File: src/rtl/sd_cmd_reg_resp_if.sv
// Register-bus and command-engine signals between the command-issue sequencer
// and the SD command register responder.
interface sd_cmd_reg_resp_if;
  logic         wr_reg_strb;
  logic [11:0]  wr_reg_index;
  logic [31:0]  wr_reg_output;
  logic [2:0]   reg_attr;
  logic [11:0]  rd_reg_index;
  logic [127:0] rd_reg_input;
  logic         new_cmd_set_strb;
  logic [31:0]  cmd_arg;
  logic [15:0]  cmd_reg;
  logic         cmd_done_strb;
  logic [127:0] cmd_resp;
  logic         xfer_done_strb;

  modport slave (
    input  wr_reg_strb, wr_reg_index, wr_reg_output, reg_attr, rd_reg_index,
           cmd_done_strb, cmd_resp, xfer_done_strb,
    output rd_reg_input, new_cmd_set_strb, cmd_arg, cmd_reg
  );

  modport master (
    output wr_reg_strb, wr_reg_index, wr_reg_output, reg_attr, rd_reg_index,
           cmd_done_strb, cmd_resp, xfer_done_strb,
    input  rd_reg_input, new_cmd_set_strb, cmd_arg, cmd_reg
  );
endinterface

File: src/rtl/sd_cmd_reg_resp.sv
// SD host command register responder: decodes register accesses, tracks CMD/DAT
// inhibits, launches the command-line engine and collects completion/timeout status.
module sd_cmd_reg_resp #(
  parameter int                 TOUT_W   = 16,
  parameter logic [TOUT_W-1:0]  TOUT_MAX = 16'hFFFF
) (
  input  logic                clk,
  input  logic                reset,
  sd_cmd_reg_resp_if.slave    bus
);

  localparam logic [11:0] A_ARG  = 12'h008;
  localparam logic [11:0] A_CMD  = 12'h00E;
  localparam logic [11:0] A_RESP = 12'h010;
  localparam logic [11:0] A_PST  = 12'h024;
  localparam logic [11:0] A_NIS  = 12'h030;
  localparam logic [11:0] A_EIS  = 12'h032;

  typedef enum logic [3:0] {
    IDLE  = 4'b0001,
    ISSUE = 4'b0010,
    BUSY  = 4'b0100,
    DONE  = 4'b1000
  } state_e;

  state_e             state_q, state_d;
  logic [TOUT_W-1:0]  cnt_q, cnt_d;
  logic [31:0]        arg_q, arg_d;
  logic [15:0]        cmd_reg_q, cmd_reg_d;
  logic [127:0]       resp_q, resp_d;
  logic               cmd_inhibit_q, cmd_inhibit_d;
  logic               dat_inhibit_q, dat_inhibit_d;
  logic               cmd_compl_q, cmd_compl_d;
  logic               tf_compl_q, tf_compl_d;
  logic               cmd_tout_q, cmd_tout_d;
  logic [127:0]       rd_q, rd_d;

  logic wr_norm, wr_rw1c, cmd_ok;

  always_comb begin
    state_d       = state_q;
    cnt_d         = cnt_q;
    arg_d         = arg_q;
    cmd_reg_d     = cmd_reg_q;
    resp_d        = resp_q;
    cmd_inhibit_d = cmd_inhibit_q;
    dat_inhibit_d = dat_inhibit_q;
    cmd_compl_d   = cmd_compl_q;
    tf_compl_d    = tf_compl_q;
    cmd_tout_d    = cmd_tout_q;

    wr_norm = bus.wr_reg_strb && (bus.reg_attr == 3'h0);
    wr_rw1c = bus.wr_reg_strb && (bus.reg_attr == 3'h1);
    cmd_ok  = wr_norm && (bus.wr_reg_index == A_CMD) && (state_q == IDLE) &&
              !cmd_inhibit_q && !(bus.wr_reg_output[5] && dat_inhibit_q);

    if (wr_norm && (bus.wr_reg_index == A_ARG)) arg_d = bus.wr_reg_output;

    // Clears are applied before any set below so a same-cycle set wins.
    if (wr_rw1c && (bus.wr_reg_index == A_NIS)) begin
      cmd_compl_d = cmd_compl_q & ~bus.wr_reg_output[0];
      tf_compl_d  = tf_compl_q  & ~bus.wr_reg_output[1];
    end
    if (wr_rw1c && (bus.wr_reg_index == A_EIS))
      cmd_tout_d = cmd_tout_q & ~bus.wr_reg_output[0];

    if (bus.xfer_done_strb) begin
      if (dat_inhibit_q) tf_compl_d = 1'b1;
      dat_inhibit_d = 1'b0;
    end

    unique case (state_q)
      IDLE: if (cmd_ok) begin
        cmd_reg_d     = bus.wr_reg_output[15:0];
        cmd_inhibit_d = 1'b1;
        if (bus.wr_reg_output[5]) dat_inhibit_d = 1'b1;
        state_d       = ISSUE;
      end
      ISSUE: begin
        cnt_d   = '0;
        state_d = BUSY;
      end
      BUSY: begin
        cnt_d = cnt_q + 1'b1;
        if (bus.cmd_done_strb) begin
          if (cmd_reg_q[1:0] != 2'b00) resp_d = bus.cmd_resp;
          cmd_compl_d   = 1'b1;
          cmd_inhibit_d = 1'b0;
          state_d       = DONE;
        end else if (cnt_q == TOUT_MAX) begin
          cmd_tout_d    = 1'b1;
          cmd_inhibit_d = 1'b0;
          dat_inhibit_d = 1'b0;
          state_d       = DONE;
        end
      end
      DONE: state_d = IDLE;
      default: begin
        state_d       = IDLE;
        cmd_inhibit_d = 1'b0;
        dat_inhibit_d = 1'b0;
      end
    endcase
  end

  always_comb begin
    rd_d = '0;
    case (bus.rd_reg_index)
      A_ARG:  rd_d = {96'b0, arg_q};
      A_CMD:  rd_d = {112'b0, cmd_reg_q};
      A_RESP: rd_d = resp_q;
      A_PST:  rd_d = {126'b0, dat_inhibit_q, cmd_inhibit_q};
      A_NIS:  rd_d = {126'b0, tf_compl_q, cmd_compl_q};
      A_EIS:  rd_d = {127'b0, cmd_tout_q};
      default: rd_d = '0;
    endcase
  end

  always_ff @(posedge clk or negedge reset) begin
    if (!reset) begin
      state_q       <= IDLE;
      cnt_q         <= '0;
      arg_q         <= '0;
      cmd_reg_q     <= '0;
      resp_q        <= '0;
      cmd_inhibit_q <= 1'b0;
      dat_inhibit_q <= 1'b0;
      cmd_compl_q   <= 1'b0;
      tf_compl_q    <= 1'b0;
      cmd_tout_q    <= 1'b0;
      rd_q          <= '0;
    end else begin
      state_q       <= state_d;
      cnt_q         <= cnt_d;
      arg_q         <= arg_d;
      cmd_reg_q     <= cmd_reg_d;
      resp_q        <= resp_d;
      cmd_inhibit_q <= cmd_inhibit_d;
      dat_inhibit_q <= dat_inhibit_d;
      cmd_compl_q   <= cmd_compl_d;
      tf_compl_q    <= tf_compl_d;
      cmd_tout_q    <= cmd_tout_d;
      rd_q          <= rd_d;
    end
  end

  assign bus.rd_reg_input     = rd_q;
  assign bus.new_cmd_set_strb = (state_q == ISSUE);
  assign bus.cmd_arg          = arg_q;
  assign bus.cmd_reg          = cmd_reg_q;

endmodule
File: src/flat_wrapper.sv
// flat-port wrapper written by rule: the top's interface ports become plain ports
module sd_cmd_reg_resp_flat 
#(
  parameter int                 TOUT_W   = 16,
  parameter logic [TOUT_W-1:0]  TOUT_MAX = 16'hFFFF
)
  (clk, reset, bus_wr_reg_strb, bus_wr_reg_index, bus_wr_reg_output, bus_reg_attr, bus_rd_reg_index, bus_cmd_done_strb, bus_cmd_resp, bus_xfer_done_strb, bus_rd_reg_input, bus_new_cmd_set_strb, bus_cmd_arg, bus_cmd_reg);
  sd_cmd_reg_resp_if bus_i ();
  input  logic clk;
  input  logic reset;
  input wire logic [$bits(bus_i.wr_reg_strb)-1:0] bus_wr_reg_strb;
  input wire logic [$bits(bus_i.wr_reg_index)-1:0] bus_wr_reg_index;
  input wire logic [$bits(bus_i.wr_reg_output)-1:0] bus_wr_reg_output;
  input wire logic [$bits(bus_i.reg_attr)-1:0] bus_reg_attr;
  input wire logic [$bits(bus_i.rd_reg_index)-1:0] bus_rd_reg_index;
  input wire logic [$bits(bus_i.cmd_done_strb)-1:0] bus_cmd_done_strb;
  input wire logic [$bits(bus_i.cmd_resp)-1:0] bus_cmd_resp;
  input wire logic [$bits(bus_i.xfer_done_strb)-1:0] bus_xfer_done_strb;
  output wire logic [$bits(bus_i.rd_reg_input)-1:0] bus_rd_reg_input;
  output wire logic [$bits(bus_i.new_cmd_set_strb)-1:0] bus_new_cmd_set_strb;
  output wire logic [$bits(bus_i.cmd_arg)-1:0] bus_cmd_arg;
  output wire logic [$bits(bus_i.cmd_reg)-1:0] bus_cmd_reg;
  assign bus_i.wr_reg_strb = bus_wr_reg_strb;
  assign bus_i.wr_reg_index = bus_wr_reg_index;
  assign bus_i.wr_reg_output = bus_wr_reg_output;
  assign bus_i.reg_attr = bus_reg_attr;
  assign bus_i.rd_reg_index = bus_rd_reg_index;
  assign bus_i.cmd_done_strb = bus_cmd_done_strb;
  assign bus_i.cmd_resp = bus_cmd_resp;
  assign bus_i.xfer_done_strb = bus_xfer_done_strb;
  assign bus_rd_reg_input = bus_i.rd_reg_input;
  assign bus_new_cmd_set_strb = bus_i.new_cmd_set_strb;
  assign bus_cmd_arg = bus_i.cmd_arg;
  assign bus_cmd_reg = bus_i.cmd_reg;
  sd_cmd_reg_resp #(.TOUT_W(TOUT_W), .TOUT_MAX(TOUT_MAX)) u_core (.clk(clk), .reset(reset), .bus(bus_i));
endmodule
File: config.mk
export PLATFORM = sky130hd
export DESIGN_NAME = sd_cmd_reg_resp_flat
export DESIGN_NICKNAME = d
export VERILOG_FILES = /design/src/rtl/sd_cmd_reg_resp_if.sv /design/src/rtl/sd_cmd_reg_resp.sv /design/src/flat_wrapper.sv
export SDC_FILE = /design/constraint.sdc
export NUM_CORES = 1
export LEC_CHECK = 0
export ABC_AREA = 1
export BUFFER_PORTS_ARGS = -buffer_cell sky130_fd_sc_hd__buf_2
export CAP_MARGIN = 10
export CORE_UTILIZATION = 45
export DETAILED_ROUTE_END_ITERATION = 8
export GPL_TIMING_DRIVEN = 0
export PLACE_DENSITY = 0.79
export SKIP_CTS_REPAIR_TIMING = 1
export SLEW_MARGIN = 0
export SYNTH_ARGS = -nofsm -noshare
export SYNTH_HDL_FRONTEND = slang
export SYNTH_SLANG_ARGS = --single-unit
export TNS_END_PERCENT = 20
File: constraint.sdc
create_clock -name clk -period 1.9 [get_ports clk]
set_clock_uncertainty 0.2 [all_clocks]
set_input_delay 0.475 -clock clk [delete_from_list [all_inputs] [get_ports clk]]
set_output_delay 0.475 -clock clk [all_outputs]
set_load 0.03 [all_outputs]
# Word level (Yosys, flattened, before mapping)
# Cells that the tools add are included.
# Widths: inputs -> output; s select.
[classes] n_addsub=1 eq_ne=18 n_mux=26 bitwise_logic=6 reduce_logical=20
[ops] operator="$pmux 128 s6" count=1
[ops] operator="$eq 12x6->1 const B" count=5
[ops] operator="$eq 12x4->1 const B" count=4
[ops] operator="$pmux 16 s2" count=1
[ops] operator="$mux 1" count=18
[ops] operator="$add 16x1->16 const B" count=1
[ops] operator="$eq 16x16->1 const B" count=1
[ops] operator="$eq 12x5->1 const B" count=1
[ops] operator="$mux 4" count=3
[ops] operator="$pmux 4 s3" count=1
[ops] operator="$logic_and 1x1->1" count=10
[ops] operator="$pmux 1 s3" count=2
[ops] operator="$reduce_and 3->1" count=2
[ops] operator="$eq 4x1->1 const B" count=1
[ops] operator="$eq 4x2->1 const B" count=1
[ops] operator="$eq 4x3->1 const B" count=1
[ops] operator="$eq 4x4->1 const B" count=1
[ops] operator="$reduce_and 2->1" count=2
[ops] operator="$reduce_bool 2->1" count=2
[ops] operator="$and 1x1->1" count=3
[ops] operator="$eq 3x1->1 const B" count=1
[ops] operator="$logic_not 3->1" count=1
[ops] operator="$ne 3x2->1 const B" count=1
[ops] operator="$not 1->1" count=3
[ops] operator="other kinds (3)" count=4
[word_totals] ff_bits=329 inputBits=192 output_inout_bits=177

# Logic depth before layout (Yosys ltp)
[depth] depth_word=8 ltp_mapped=9 depth_no_buf=9

# Least setup slack after synthesis
# OpenSTA, ideal clock, no wires.
[synth_path] path_kind="input-to-reg" start="in bus_wr_reg_index[0]" end="reg u_core.arg_q[23] (netlist: u_core.bus.cmd_arg[23])" setup_time_ns=0.119 t_arrival_ns=1.402 required_ns=1.581 setup_slack_ns=0.179 cell_stages=6 n_path_buf=1 cell_sequence="or2_1 > nor3_2 > nand3_4 > buf_6 > nand2_1 > o21ai_2"
[synth_via] elab_chain_cells=2
[synth_rtl] element="start, declared" line="flat_wrapper.sv:12" source="input wire logic [$bits(bus_i.wr_reg_index)-1:0] bus_wr_reg_index;"
[synth_rtl] element="$eq 12x4->1" line="sd_cmd_reg_resp.sv:57" source="if (wr_norm && (bus.wr_reg_index == A_ARG)) arg_d = bus.wr_reg_output;"
[synth_rtl] element="$logic_and 1x1->1" line="sd_cmd_reg_resp.sv:57"
[synth_rtl] element="end signal, assigned" line="sd_cmd_reg_resp.sv:135" source="arg_q <= arg_d;"
[synth_rtl] element="end, declared" line="sd_cmd_reg_resp.sv:28" source="logic [31:0] arg_q, arg_d;"
# Every way passes these cells.
# A chain may end at the register's enable or synchronous reset.

# Worst setup path in the final report
[layout_path] start="reg u_core.state_q[0]" end="out bus_new_cmd_set_strb"
[layout_via] elab_chain_cells=1
[layout_rtl] element="start, declared" line="sd_cmd_reg_resp.sv:26" source="state_e state_q, state_d;"
[layout_rtl] element="start signal, assigned" line="sd_cmd_reg_resp.sv:133" source="state_q <= state_d;"
[layout_rtl] element="$eq 4x2->1" line="sd_cmd_reg_resp.sv:148" source="assign bus.new_cmd_set_strb = (state_q == ISSUE);"
[layout_rtl] element="end, declared" line="flat_wrapper.sv:20" source="output wire logic [$bits(bus_i.new_cmd_set_strb)-1:0] bus_new_cmd_set_strb;"
# Every way passes these cells.

==> impl_metrics.py <==
metrics = {
    "synth": {
        "synth_top_area_frac": 0.632,
        "synth_seq_cells": 329,
        "async_flop_share": 1.00,
        "ys_seq_area_frac": 0.634,
        "yosys_warnings": 0,
        "syn_nets": 1533,
        "synth_cells": 1340,
        "synth.avg_cell_area_um2": 9.69,
        "synth_top_cells_by_count": "dfrtp_1 (328), nor2_1 (242), nand2_1 (203), inv_1 (196), a21oi_1 (98)",
        "synth_area_leader_cell": "dfrtp_1",
        "synthesis.area_um2": 13000,
        "synth_cell_types": 41,
        "synthFlopType": "dfrtp_1",
        "yosysMostFrequentCell": "dfrtp_1",
        "synth_edf_count": 0,
        "ys_top_cells_by_area": "dfrtp_1 (63%), nor2_1 (7.0%), nand2_1 (5.9%)",
    },
    "sta": {
        "setup_viol": 63,
        "setup_ws_ns": -0.148,
        "post-route-period-util": 1.08,
        "slew_violations": 0,
        "rsz0062_at_grt": "yes",
        "hold_ws_ns": -0.150,
        "fin_crit_ns": 2.05,
        "slew_headroom": 0.393,
        "clock.fmax_ghz": 0.488,
        "hold_viol_final": 111,
        "tightest_slew_ns": 0.910,
    },
    "final_layout": {
        "multi_input_comb_area_um2": 3610,
        "nets": 1959,
        "fillCellCount": 2318,
        "seqCellArea_um2": 8240,
        "fin_area_um2": 16900,
        "area_growth_pct": 30.2,
        "layout-drive-gt1-share": 0.323,
    },
    "floorplanning": {
        "die_w_um": 172,
        "dieArea_um2": 29500,
        "core-area_um2": 28100,
        "initial_core_util": 0.462,
        "dieHeight_um": 172,
        "ioPinCount": 369,
        "rows": 61,
    },
    "placement": {
        "place_area_um2": 15400,
        "place.gp.congestion": 0.857,
        "detailedPlace.worstSlack_ns": -0.486,
        "dp_hpwl_um": 25800,
        "port_buffers": 368,
    },
    "critical_path": {
        "start_kind": "register",
        "crit_chain": "nor2_2 > nand2_2 > inv_4 > buf_6",
        "slowest_delay_ns": 0.54,
        "worstPathRequired_ns": 1.22,
        "cp_slowest_cell": "dfstp_2",
        "path_class": "register to output pin",
        "crit_family": "flip-flops",
        "crit_buf_inv": 2,
        "critPathArrivalTime_ns": 1.37,
        "critPathCaptureType": "output pin",
        "critical_path_peak_fanout": 4,
    },
    "drt": {
        "ant_nets": 0,
        "vias": 10800,
        "first_pass_iters": 4,
        "viasPerCell": 4.99,
        "drtIter0Drc": 739,
        "totalWireLength_um": 36800,
        "routedWlPerCell_um": 17.0,
        "drc_errors": 0,
    },
    "power": {
        "peakVddDrop_mv": 0.601,
        "power_leakage_uw": 0.00985,
        "power_density_nw_per_um2": 832,
    },
    "status": {
        "failed_checks": "negative hold slack, negative setup slack",
        "outcome": "finished with violations",
    },
    "clock_tree": {
        "cts_max_path_buffers": 3,
        "cts_num_sinks": 329,
        "cts_buffers": 35,
        "cts_tree": "yes",
        "cts_root_buf": "clkbuf_16",
        "cts_max_level": 2,
        "clk_pin_slew_ns": 0.06,
        "insertion_delay_ns": 0.50,
    },
    "global_route": {
        "grt_max_degree": 126,
        "gr-total-overflow": 0,
        "grt_pass1_vias": 10900,
        "antenna_found_initial": 3,
        "grt_pass1_wl_um": 54900,
        "track_usage": 0.242,
    },
    "flow_run": {
        "drv_cap": 0,
    },
    "hold_path": {
        "min_path_type": "input pin to asynchronous set/reset pin",
    },
}
-- cells by family after synthesis --
logic type / after synthesis / synth area share
compound gates: 207 / 0.0939
buf+inv: 257 / 0.0963
fa+ha+maj: 1 / 0.000964
simple gates: 544 / 0.173
flops: 329 / 0.634
xor+xnor: 2 / 0.00135
-- metrics by stage --
stage                     setup TNS [ns]  total power, µW  hold slack [ns]  utilization  cells
after floorplan                        0             7210          -0.0206            -   1340
after global placement          -1971.58             7580            0.254        0.545   2086
after detailed placement          -50.79             7600            0.259        0.547   2088
after CTS                         -0.642            14100           -0.111        0.586   2146
after global routing               -9.75            14500          -0.0914        0.601   2167
final                              -2.27            14100           -0.150        0.602   2169
-- layer usage --
| layer | up-vias | track usage | share of wire | routed length (µm) |
|---|---|---|---|---|
| met4 | 0 | 0.0885 | 0.027 | 983 |
| met3 | 75 | 0.0550 | 0.077 | 2850 |
| li1 | 5003 | - | - | - |
| met1 | 5273 | 0.292 | 0.39 | 14500 |
| met2 | 467 | 0.423 | 0.50 | 18500 |
| met5 | - | 0 | 0 | 0 |
-- power breakdown --
| part | switching [µW] | internal (µW) | leakage, µW |
|---|---|---|---|
| Sequential | 1.50 | 7010 | 0.00408 |
| Clock | 2700 | 3870 | 0.000527 |
| Combinational | 287 | 181 | 0.00524 |
| Total | 2990 | 11100 | 0.00985 |
-- final timing paths --
| path | cells past startpoint | from | endpoint | slack, ns |
|---|---|---|---|---|
| setup / recovery | 4 | u_core.state_q[0] | bus_new_cmd_set_strb | -0.15 |
| hold / removal | 1 | reset | u_core.cnt_q[11] | -0.15 |
| setup reg to reg | 9 | u_core.state_q[0] | u_core.resp_q[66] | -0.07 |
| hold reg to reg | 2 | u_core.resp_q[22] | u_core.bus.rd_reg_input[22] | 0.27 |
| max in group asynchronous | 2 | reset | u_core.resp_q[34] | 0.53 |
| min in group clk | 3 | bus_cmd_resp[29] | u_core.resp_q[29] | 0 |
-- layout by cell type, fill, tap and decap left out, types with 5 or more instances in the layout --
cell / n
nand2_1: 201
clkbuf_8: 5
buf_2: 376
inv_1: 193
a21oi_2: 27
buf_4: 15
nor3_1: 6
buf_6: 26
nor2_2: 6
nor2_1: 238
nand3_1: 68
buf_8: 10
nand4_1: 8
dfrtp_1: 326
o21ai_2: 34
o21ai_0: 30
clkbuf_16: 38
clkbuf_1: 10
a21oi_1: 78
o21ai_1: 30
-- layout make-up --
| class | count | area share |
|---|---|---|
| timing repair buffer | 389 | 0.126 |
| multi-input combinational | 754 | 0.214 |
| clock inverter | 8 | 0.00652 |
| buffer | 58 | 0.0352 |
| antenna | 4 | 0.000592 |
| sequential | 329 | 0.487 |
| inverter | 199 | 0.0446 |
| clock buffer | 50 | 0.0581 |
| tap | 378 | 0.0280 |
Power figures use the tool's default switching activity.
